[src/rtl/pipeline_hazard_feed.sv]
// Pipeline-register control bank: carries hazard-relevant fields through IF/ID, ID/EX,
// EX/MEM and MEM/WB, applies stall/flush commands, and counts stall/flush cycles.
module pipeline_hazard_feed #(
    parameter int unsigned REG_W = 5,
    parameter int unsigned CNT_W = 16
) (
    input  logic             CLK,
    input  logic             RST,
    input  logic             if_valid,
    input  logic [REG_W-1:0] id_rs,
    input  logic [REG_W-1:0] id_rd,
    input  logic             id_regwr,
    input  logic             id_branch,
    input  logic             id_branch_neq,
    input  logic             id_jump,
    input  logic             ex_equal,
    input  logic             dcache_hit,
    input  logic             stall_ifid,
    input  logic             stall_idex,
    input  logic             stall_xmem,
    input  logic             stall_wb,
    input  logic             flush_ifid,
    input  logic             flush_idex,
    input  logic             flush_xmem,
    input  logic             flush_wb,
    output logic [REG_W-1:0] idex_rs,
    output logic [REG_W-1:0] mwb_rd,
    output logic             branch,
    output logic             branch_neq,
    output logic             jump,
    output logic             is_equal,
    output logic             dhit,
    output logic             take_branch,
    output logic [3:0]       stage_valid,
    output logic             wb_regwr,
    output logic [CNT_W-1:0] stall_cnt,
    output logic [CNT_W-1:0] flush_cnt
);

    logic             r_ifid_v;
    logic             r_idex_v, r_idex_regwr, r_idex_br, r_idex_bne, r_idex_j;
    logic [REG_W-1:0] r_idex_rs, r_idex_rd;
    logic             r_xm_v, r_xm_regwr, r_xm_br, r_xm_bne, r_xm_j, r_xm_eq;
    logic [REG_W-1:0] r_xm_rd;
    logic             r_mw_v, r_mw_regwr;
    logic [REG_W-1:0] r_mw_rd;
    logic [CNT_W-1:0] r_stall_cnt, r_flush_cnt;

    // A latch that is both stalled and flushed is cleared, not held, so it does not
    // force a bubble downstream.
    logic w_hold_ifid, w_hold_idex, w_hold_xmem, w_any_stall, w_any_flush;
    assign w_hold_ifid = stall_ifid & ~flush_ifid;
    assign w_hold_idex = stall_idex & ~flush_idex;
    assign w_hold_xmem = stall_xmem & ~flush_xmem;
    assign w_any_stall = stall_ifid | stall_idex | stall_xmem | stall_wb;
    assign w_any_flush = flush_ifid | flush_idex | flush_xmem | flush_wb;

    always_ff @(posedge CLK) begin
        if (RST || flush_ifid) r_ifid_v <= 1'b0;
        else if (!stall_ifid)  r_ifid_v <= if_valid;
    end

    always_ff @(posedge CLK) begin
        if (RST || flush_idex || (!stall_idex && w_hold_ifid)) begin
            r_idex_v     <= 1'b0;
            r_idex_rs    <= '0;
            r_idex_rd    <= '0;
            r_idex_regwr <= 1'b0;
            r_idex_br    <= 1'b0;
            r_idex_bne   <= 1'b0;
            r_idex_j     <= 1'b0;
        end else if (!stall_idex) begin
            r_idex_v     <= r_ifid_v;
            r_idex_rs    <= r_ifid_v ? id_rs : '0;
            r_idex_rd    <= r_ifid_v ? id_rd : '0;
            r_idex_regwr <= r_ifid_v & id_regwr;
            r_idex_br    <= r_ifid_v & id_branch;
            r_idex_bne   <= r_ifid_v & id_branch_neq;
            r_idex_j     <= r_ifid_v & id_jump;
        end
    end

    always_ff @(posedge CLK) begin
        if (RST || flush_xmem || (!stall_xmem && w_hold_idex)) begin
            r_xm_v     <= 1'b0;
            r_xm_rd    <= '0;
            r_xm_regwr <= 1'b0;
            r_xm_br    <= 1'b0;
            r_xm_bne   <= 1'b0;
            r_xm_j     <= 1'b0;
            r_xm_eq    <= 1'b0;
        end else if (!stall_xmem) begin
            r_xm_v     <= r_idex_v;
            r_xm_rd    <= r_idex_rd;
            r_xm_regwr <= r_idex_regwr;
            r_xm_br    <= r_idex_br;
            r_xm_bne   <= r_idex_bne;
            r_xm_j     <= r_idex_j;
            r_xm_eq    <= r_idex_v & ex_equal;
        end
    end

    always_ff @(posedge CLK) begin
        if (RST || flush_wb || (!stall_wb && w_hold_xmem)) begin
            r_mw_v     <= 1'b0;
            r_mw_rd    <= '0;
            r_mw_regwr <= 1'b0;
        end else if (!stall_wb) begin
            r_mw_v     <= r_xm_v;
            r_mw_rd    <= r_xm_regwr ? r_xm_rd : '0;
            r_mw_regwr <= r_xm_regwr;
        end
    end

    always_ff @(posedge CLK) begin
        if (RST) begin
            r_stall_cnt <= '0;
            r_flush_cnt <= '0;
        end else begin
            if (w_any_stall && (r_stall_cnt != '1)) r_stall_cnt <= r_stall_cnt + 1'b1;
            if (w_any_flush && (r_flush_cnt != '1)) r_flush_cnt <= r_flush_cnt + 1'b1;
        end
    end

    // Fields are zeroed whenever a latch goes invalid, so the registers already carry the gating.
    assign idex_rs     = r_idex_rs;
    assign mwb_rd      = r_mw_rd;
    assign branch      = r_xm_br;
    assign branch_neq  = r_xm_bne;
    assign jump        = r_xm_j;
    assign is_equal    = r_xm_eq;
    assign dhit        = dcache_hit;
    assign take_branch = r_xm_v & ((r_xm_br & r_xm_eq) | (r_xm_bne & ~r_xm_eq));
    assign stage_valid = {r_mw_v, r_xm_v, r_idex_v, r_ifid_v};
    assign wb_regwr    = r_mw_v & r_mw_regwr;
    assign stall_cnt   = r_stall_cnt;
    assign flush_cnt   = r_flush_cnt;

endmodule

[config.mk]
export PLATFORM = sky130hd
export DESIGN_NAME = pipeline_hazard_feed
export DESIGN_NICKNAME = d
export VERILOG_FILES = /design/src/rtl/pipeline_hazard_feed.sv
export SDC_FILE = /design/constraint.sdc
export NUM_CORES = 1
export LEC_CHECK = 0
export CAP_MARGIN = 20
export CORE_ASPECT_RATIO = 1.75
export CORE_MARGIN = 5
export CORE_UTILIZATION = 43
export DETAILED_ROUTE_END_ITERATION = 6
export PLACE_DENSITY = 0.81
export SYNTH_ARGS = -nofsm -noshare
export SYNTH_HDL_FRONTEND = slang
export SYNTH_SLANG_ARGS = --single-unit
[constraint.sdc]
create_clock -name CLK -period 1.98 [get_ports CLK]
set_input_delay 0.396 -clock CLK [delete_from_list [all_inputs] [get_ports CLK]]
set_output_delay 0.396 -clock CLK [all_outputs]
set_load 0.01 [all_outputs]
==> impl_metrics.env, run 1 <==
export IMPL_die_h_um=119
export IMPL_finalSetupTns_ns=0
export IMPL_max_freq_mhz=517
export IMPL_worst_pin_slew_ns=0.596
export IMPL_numClockSinks=66
export IMPL_layout_drive_gt1_share_pct=14.3
export IMPL_hold_path_class="reg2reg"
export IMPL_cts_tree="yes"
export IMPL_path_delay_family="simple AND/OR/NAND/NOR gates"
export IMPL_hpwl_um=5710
export IMPL_wl_um=7890
export IMPL_n_antenna_cell=0
export IMPL_grt_max_degree=39
export IMPL_crit_type="in2reg"
export IMPL_synth_seq_area_share_pct=45.4
export IMPL_detail_route_vias_per_cell=5.68
export IMPL_area_growth_pct=48.4
export IMPL_end_kind="flip-flop"
export IMPL_synth_warnings=0
export IMPL_cp_slowest_stage_delay_ns=0.66
export IMPL_clk_latency_ns=0.33
export IMPL_cp_start_kind="input port"
export IMPL_slowest_stage="or4_1"
export IMPL_coreArea_um2=6590
export IMPL_place_gp_congestion=0.820
export IMPL_num_vias=2859
export IMPL_fin_crit_sh_pct=97.8
export IMPL_root_buffer="clkbuf_16"
export IMPL_routedWlPerCell_um=15.7
export IMPL_critPathArrivalTime_ns=2.15
export IMPL_synth_common_cells="dfxtp_1, nor2_1, a21oi_1"
export IMPL_rows=39
export IMPL_design_area_um2=4320
export IMPL_peakVddDrop_uv=671
export IMPL_antenna_found_initial=0
export IMPL_placed_area_um2=3900
export IMPL_grt_use_total_pct=18.9
export IMPL_syn_area_um2=2910
export IMPL_numCtsBuffers=9
export IMPL_synth_ff_type="dfxtp_1"
export IMPL_ys_types=40
export IMPL_power_leakage_nw=1.49
export IMPL_grt_pass1_vias=2835
export IMPL_syn_area_per_cell_um2=8.99
export IMPL_start_util_pct=44.2
export IMPL_min_period_ns=1.94
export IMPL_die_w_um=72.2
export IMPL_async_flop_share_pct=0
export IMPL_worstPathRequired_ns=2.20
export IMPL_yosysTopAreaCell="dfxtp_1"
export IMPL_cts_setup_buffers=0
export IMPL_antenna_left=0
export IMPL_rrSetupSlack_ns=0.06
export IMPL_drc_errors=0
export IMPL_crit_buf_inv=1
export IMPL_synth_cells=324
export IMPL_synth_nets=353
export IMPL_crit_path_max_fanout=4
export IMPL_path_clk_slew_ns=0.06
export IMPL_final_util_pct=65.6
export IMPL_synth_most_common_cell="dfxtp_1"
export IMPL_initialDrtViolationCount=203
export IMPL_status="finished clean"
export IMPL_synth_seq_cells=66
export IMPL_skew_ns=0.00554
export IMPL_setup_viol=0
export IMPL_synth_edf_count=0
export IMPL_grt_pass1_wl_um=12800
export IMPL_synth_area_leaders="dfxtp_1, nor2_1, a22oi_1"
export IMPL_slew_violations=0
export IMPL_crit_chain="clkdlybuf4s50_1 -> or4_1 -> nand4_1 -> nor4_1 -> mux2_1"
export IMPL_dieArea_um2=8580
export IMPL_clockBufferDepth=2
export IMPL_globalRoute_totalOverflow=0
export IMPL_p_per_area_nw_per_um2=817
export IMPL_nets=445
export IMPL_hold_buffers=0
export IMPL_io_pins=80
export IMPL_port_buffers=77
export IMPL_slew_headroom_pct=60.1
export IMPL_synth_top_area_share_pct=45.4
export IMPL_htree_levels=3
export IMPL_max_cap_violations=0
export IMPL_first_pass_iters=4
export IMPL_hold_viol=0
[cells by family after synthesis]
| family | count (synthesis) | synth area share [%] |
|---|---|---|
| multiplexers | 18 | 6.40 |
| XOR/XNOR | 1 | 0.301 |
| buffers and inverters | 31 | 4.86 |
| AO/OA/AOI/OAI | 70 | 15.8 |
| adder cells (fa/ha/maj) | 2 | 0.859 |
| flip-flops | 66 | 45.4 |
| AND/OR/NAND/NOR | 136 | 26.4 |
[cells in the final DEF, fill, tap and decap left out, types with 9 or more instances in the layout]
| cell type | synthesis | layout |
|---|---|---|
| nand4_1 | 10 | 10 |
| a21oi_1 | 25 | 25 |
| mux2i_1 | 13 | 13 |
| o31ai_1 | 12 | 12 |
| or4_1 | 12 | 12 |
| or3_1 | 15 | 14 |
| dfxtp_1 | 66 | 65 |
| buf_4 | 5 | 27 |
| clkbuf_16 | 0 | 9 |
| a22oi_1 | 20 | 20 |
| clkdlybuf4s50_1 | 0 | 77 |
| nor2_1 | 46 | 46 |
[final cells by class]
| class | instances | area (um2) |
|---|---|---|
| clock buffers | 9 | 225 |
| clock inverters | 7 | 141 |
| fillers | 539 | 2270 |
| inverters | 7 | 26.3 |
| multi-input cells | 227 | 1510 |
| flip-flops and latches | 66 | 1320 |
| well taps | 82 | 103 |
| repair buffers | 105 | 993 |
[registers in the layout, summed over array words and instances (netlist names), 5 cells and up]
| register | cells |
|---|---|
| mwb_rd | 5 |
| flush_cnt | 16 |
| r_xm_rd | 5 |
| r_idex_rd | 5 |
| stall_cnt | 16 |
| idex_rs | 5 |
[worst paths after layout]
check | cells past startpoint | to | startpoint
max reg2reg | 4 | stall_cnt[14] | stall_cnt[12]
max | 5 | stall_cnt[14] | stall_wb
min reg2reg | 2 | r_mw_regwr | r_mw_regwr
min | 2 | r_mw_regwr | r_mw_regwr
[layer usage]
metal  share of wire, %  track usage, %  vias to the layer above
li1                   -               -                     1386
met1                 37            18.1                     1365
met2                 56            35.2                       98
met3                6.5            6.58                       10
met4                1.4            7.65                        0
met5                  0               0                        -
[repair_timing]
item | 4_1_cts | 5_1_grt
endpoints found under the setup margin | 1 | 19
gates resized for setup | 1 | 7
pin swaps | 0 | 0
hold endpoints to repair | 0 | 0
[where the power goes]
part           total, mW  internal [mW]  switching [mW]
clock               1.95           1.36           0.597
combinational      0.218          0.120          0.0982
sequential          1.36           1.34          0.0153
[tightest hold or removal path, stage by stage (launching register included)]
cell and delay, ns:
dfxtp_1 0.32, a21oi_1 0.06, nor2_1 0.08
[per-stage QoR]
step | worst slack (ns) | instances | power [mW] | hold WS (ns)
finish | 0.0445 | 503 | 3.53 | 0.494
global route | -0.0141 | 503 | 3.64 | 0.523
CTS | 0.0361 | 503 | 3.56 | 0.495
detailed placement | -0.324 | 487 | 1.60 | 0.480
global placement | -0.272 | 487 | 1.60 | 0.464
floorplan | 0.0287 | 324 | 1.47 | 0.452
Note: power is estimated with default switching activity, not from simulation.
==> inputs of run 2 (changes only) <==
--- a/config.mk
+++ b/config.mk
@@ -8,9 +8,10 @@
 export CAP_MARGIN = 20
 export CORE_ASPECT_RATIO = 1.75
 export CORE_MARGIN = 5
-export CORE_UTILIZATION = 43
+export CORE_UTILIZATION = 45
+export CTS_BUF_LIST = sky130_fd_sc_hd__clkbuf_8
 export DETAILED_ROUTE_END_ITERATION = 6
-export PLACE_DENSITY = 0.81
+export PLACE_DENSITY = 0.84
 export SYNTH_ARGS = -nofsm -noshare
 export SYNTH_HDL_FRONTEND = slang
 export SYNTH_SLANG_ARGS = --single-unit
==> impl_metrics.env, run 2 (same netlist as run 1, synthesis figures left out) <==
export IMPL_status="finished clean"
export IMPL_peakVddDrop_uv=601
export IMPL_antenna_left=0
export IMPL_grt_pass1_vias=2852
export IMPL_coreArea_um2=6280
export IMPL_end_kind="flip-flop"
export IMPL_slew_violations=0
export IMPL_area_growth_pct=41.1
export IMPL_grt_pass1_wl_um=12900
export IMPL_htree_levels=3
export IMPL_worst_pin_slew_ns=0.623
export IMPL_max_cap_violations=0
export IMPL_max_freq_mhz=520
export IMPL_cp_slowest_stage_delay_ns=0.55
export IMPL_hpwl_um=5770
export IMPL_grt_setup_unrepaired="false"
export IMPL_antenna_found_initial=0
export IMPL_clockBufferDepth=2
export IMPL_multi_input_area_um2=1480
export IMPL_worstPathRequired_ns=2.21
export IMPL_cp_num_cells=5
export IMPL_num_vias=2826
export IMPL_final_common_cell="clkdlybuf4s50_1"
export IMPL_crit_type="in2reg"
export IMPL_start_util_pct=46.4
export IMPL_numClockSinks=66
export IMPL_layout_drive_gt1_share_pct=13.4
export IMPL_hold_path_class="reg2reg"
export IMPL_n_antenna_cell=0
export IMPL_seqCellArea_um2=1320
export IMPL_final_cell_mix="clkdlybuf4s50_1, dfxtp_1, nor2_1"
export IMPL_numCtsBuffers=9
export IMPL_r2r_cells=5
export IMPL_root_buffer="clkbuf_8"
export IMPL_slew_headroom_pct=58.3
export IMPL_first_pass_iters=4
export IMPL_setup_viol=0
export IMPL_nets=443
export IMPL_slowest_stage="clkdlybuf4s50_1"
export IMPL_crit_buf_inv=1
export IMPL_cts_resized=0
export IMPL_cts_setup_buffers=0
export IMPL_globalRoute_totalOverflow=0
export IMPL_fin_crit_sh_pct=97.1
export IMPL_hold_viol=0
export IMPL_p_per_area_nw_per_um2=664
export IMPL_cts_tree="yes"
export IMPL_routedWlPerCell_um=15.4
export IMPL_power_leakage_nw=1.40
export IMPL_path_clk_slew_ns=0.07
export IMPL_io_pins=80
export IMPL_place_gp_congestion=0.824
export IMPL_finalPower_mw=2.73
export IMPL_finalSetupTns_ns=0
export IMPL_wl_um=7700
export IMPL_path_delay_family="buffers and inverters"
export IMPL_dieArea_um2=8240
export IMPL_grt_use_total_pct=19.6
export IMPL_detail_route_vias_per_cell=5.66
export IMPL_die_w_um=70.8
export IMPL_die_h_um=116
export IMPL_crit_chain="clkdlybuf4s50_1 -> nor4_2 -> or3_1 -> a2111oi_4 -> mux2_1"
export IMPL_rows=38
export IMPL_port_buffers=77
export IMPL_min_period_ns=1.92
export IMPL_initialDrtViolationCount=188
export IMPL_fillers=542
export IMPL_clk_latency_ns=0.35
export IMPL_holdPathStages=2
export IMPL_crit_path_max_fanout=4
export IMPL_grt_max_degree=39
export IMPL_skew_ns=0.0119
export IMPL_cp_start_kind="input port"
export IMPL_critPathArrivalTime_ns=2.15
export IMPL_hold_buffers=0
export IMPL_drc_errors=0
==> run 2: cell types whose count changed in the layout (fill, tap and decap cells not counted), moves of 2 or more <==
cell | before | now
clkbuf_16 | 9 | 0
nor4_2 | 2 | 4
buf_4 | 27 | 25
bufinv_16 | 4 | 1
clkinv_2 | 1 | 3
clkbuf_8 | 0 | 11
nor4_4 | 2 | 0
==> run 2: per-stage QoR <==
stage / instances / setup slack, ns / utilization [%] / hold slack, ns / area [um2]
after CTS: 499 / 0.0325 / 65.1 / 0.497 / 4090
after global placement: 483 / -0.251 / 61.8 / 0.464 / 3880
final: 499 / 0.0581 / 65.5 / 0.488 / 4110
after floorplan: 324 / 0.0287 / - / 0.452 / 2910
after detailed placement: 483 / -0.301 / 61.8 / 0.480 / 3880
after global routing: 499 / 0.00827 / 65.5 / 0.529 / 4110
==> run 2: layer usage <==
metal  routed length [um]  track usage (%)  share of wire [%]
met5                    0                0                  0
met2                 4230             36.9                 55
met3                  566             7.92                7.4
met1                 2770             18.9                 36
met4                  122             7.03                1.6
==> run 2: final cells by class <==
type                       count  area share (%)
inverter                       7           0.639
sequential                    66            32.2
multi-input combinational    227            35.9
tap                           80            2.44
clock buffer                  11            3.68
timing repair buffer         103            23.9
clock inverter                 5            1.28
==> run 2: worst paths after layout <==
check | start | end | slack (ns)
setup / recovery | flush_ifid | flush_cnt[14] | 0.06
hold / removal | r_mw_regwr | r_mw_regwr | 0.49
setup reg to reg | flush_cnt[0] | flush_cnt[14] | 0.08
hold reg to reg | r_mw_regwr | r_mw_regwr | 0.49
==> run 2: report_power, final <==
group	total [mW]	leakage (nW)	switching, mW	internal [mW]
logic	0.211	0.762	0.0946	0.117
clock network	1.16	0.105	0.518	0.643
registers	1.36	0.533	0.0159	1.34
total	2.73	1.40	0.628	2.10
==> run 2: tightest hold or removal path: stages, from the launching register on <==
cell and delay, ns:
dfxtp_1 0.33, a21oi_1 0.06, nor2_1 0.07
==> inputs of run 3 (changes only) <==
--- a/config.mk
+++ b/config.mk
@@ -8,10 +8,9 @@
 export CAP_MARGIN = 20
 export CORE_ASPECT_RATIO = 1.75
 export CORE_MARGIN = 5
-export CORE_UTILIZATION = 45
-export CTS_BUF_LIST = sky130_fd_sc_hd__clkbuf_8
+export CORE_UTILIZATION = 43
 export DETAILED_ROUTE_END_ITERATION = 6
-export PLACE_DENSITY = 0.84
+export PLACE_DENSITY = 0.81
 export SYNTH_ARGS = -nofsm -noshare
 export SYNTH_HDL_FRONTEND = slang
 export SYNTH_SLANG_ARGS = --single-unit
==> results of run 3 <==
Final layout, timing and power as in run 1 (identical DEF).
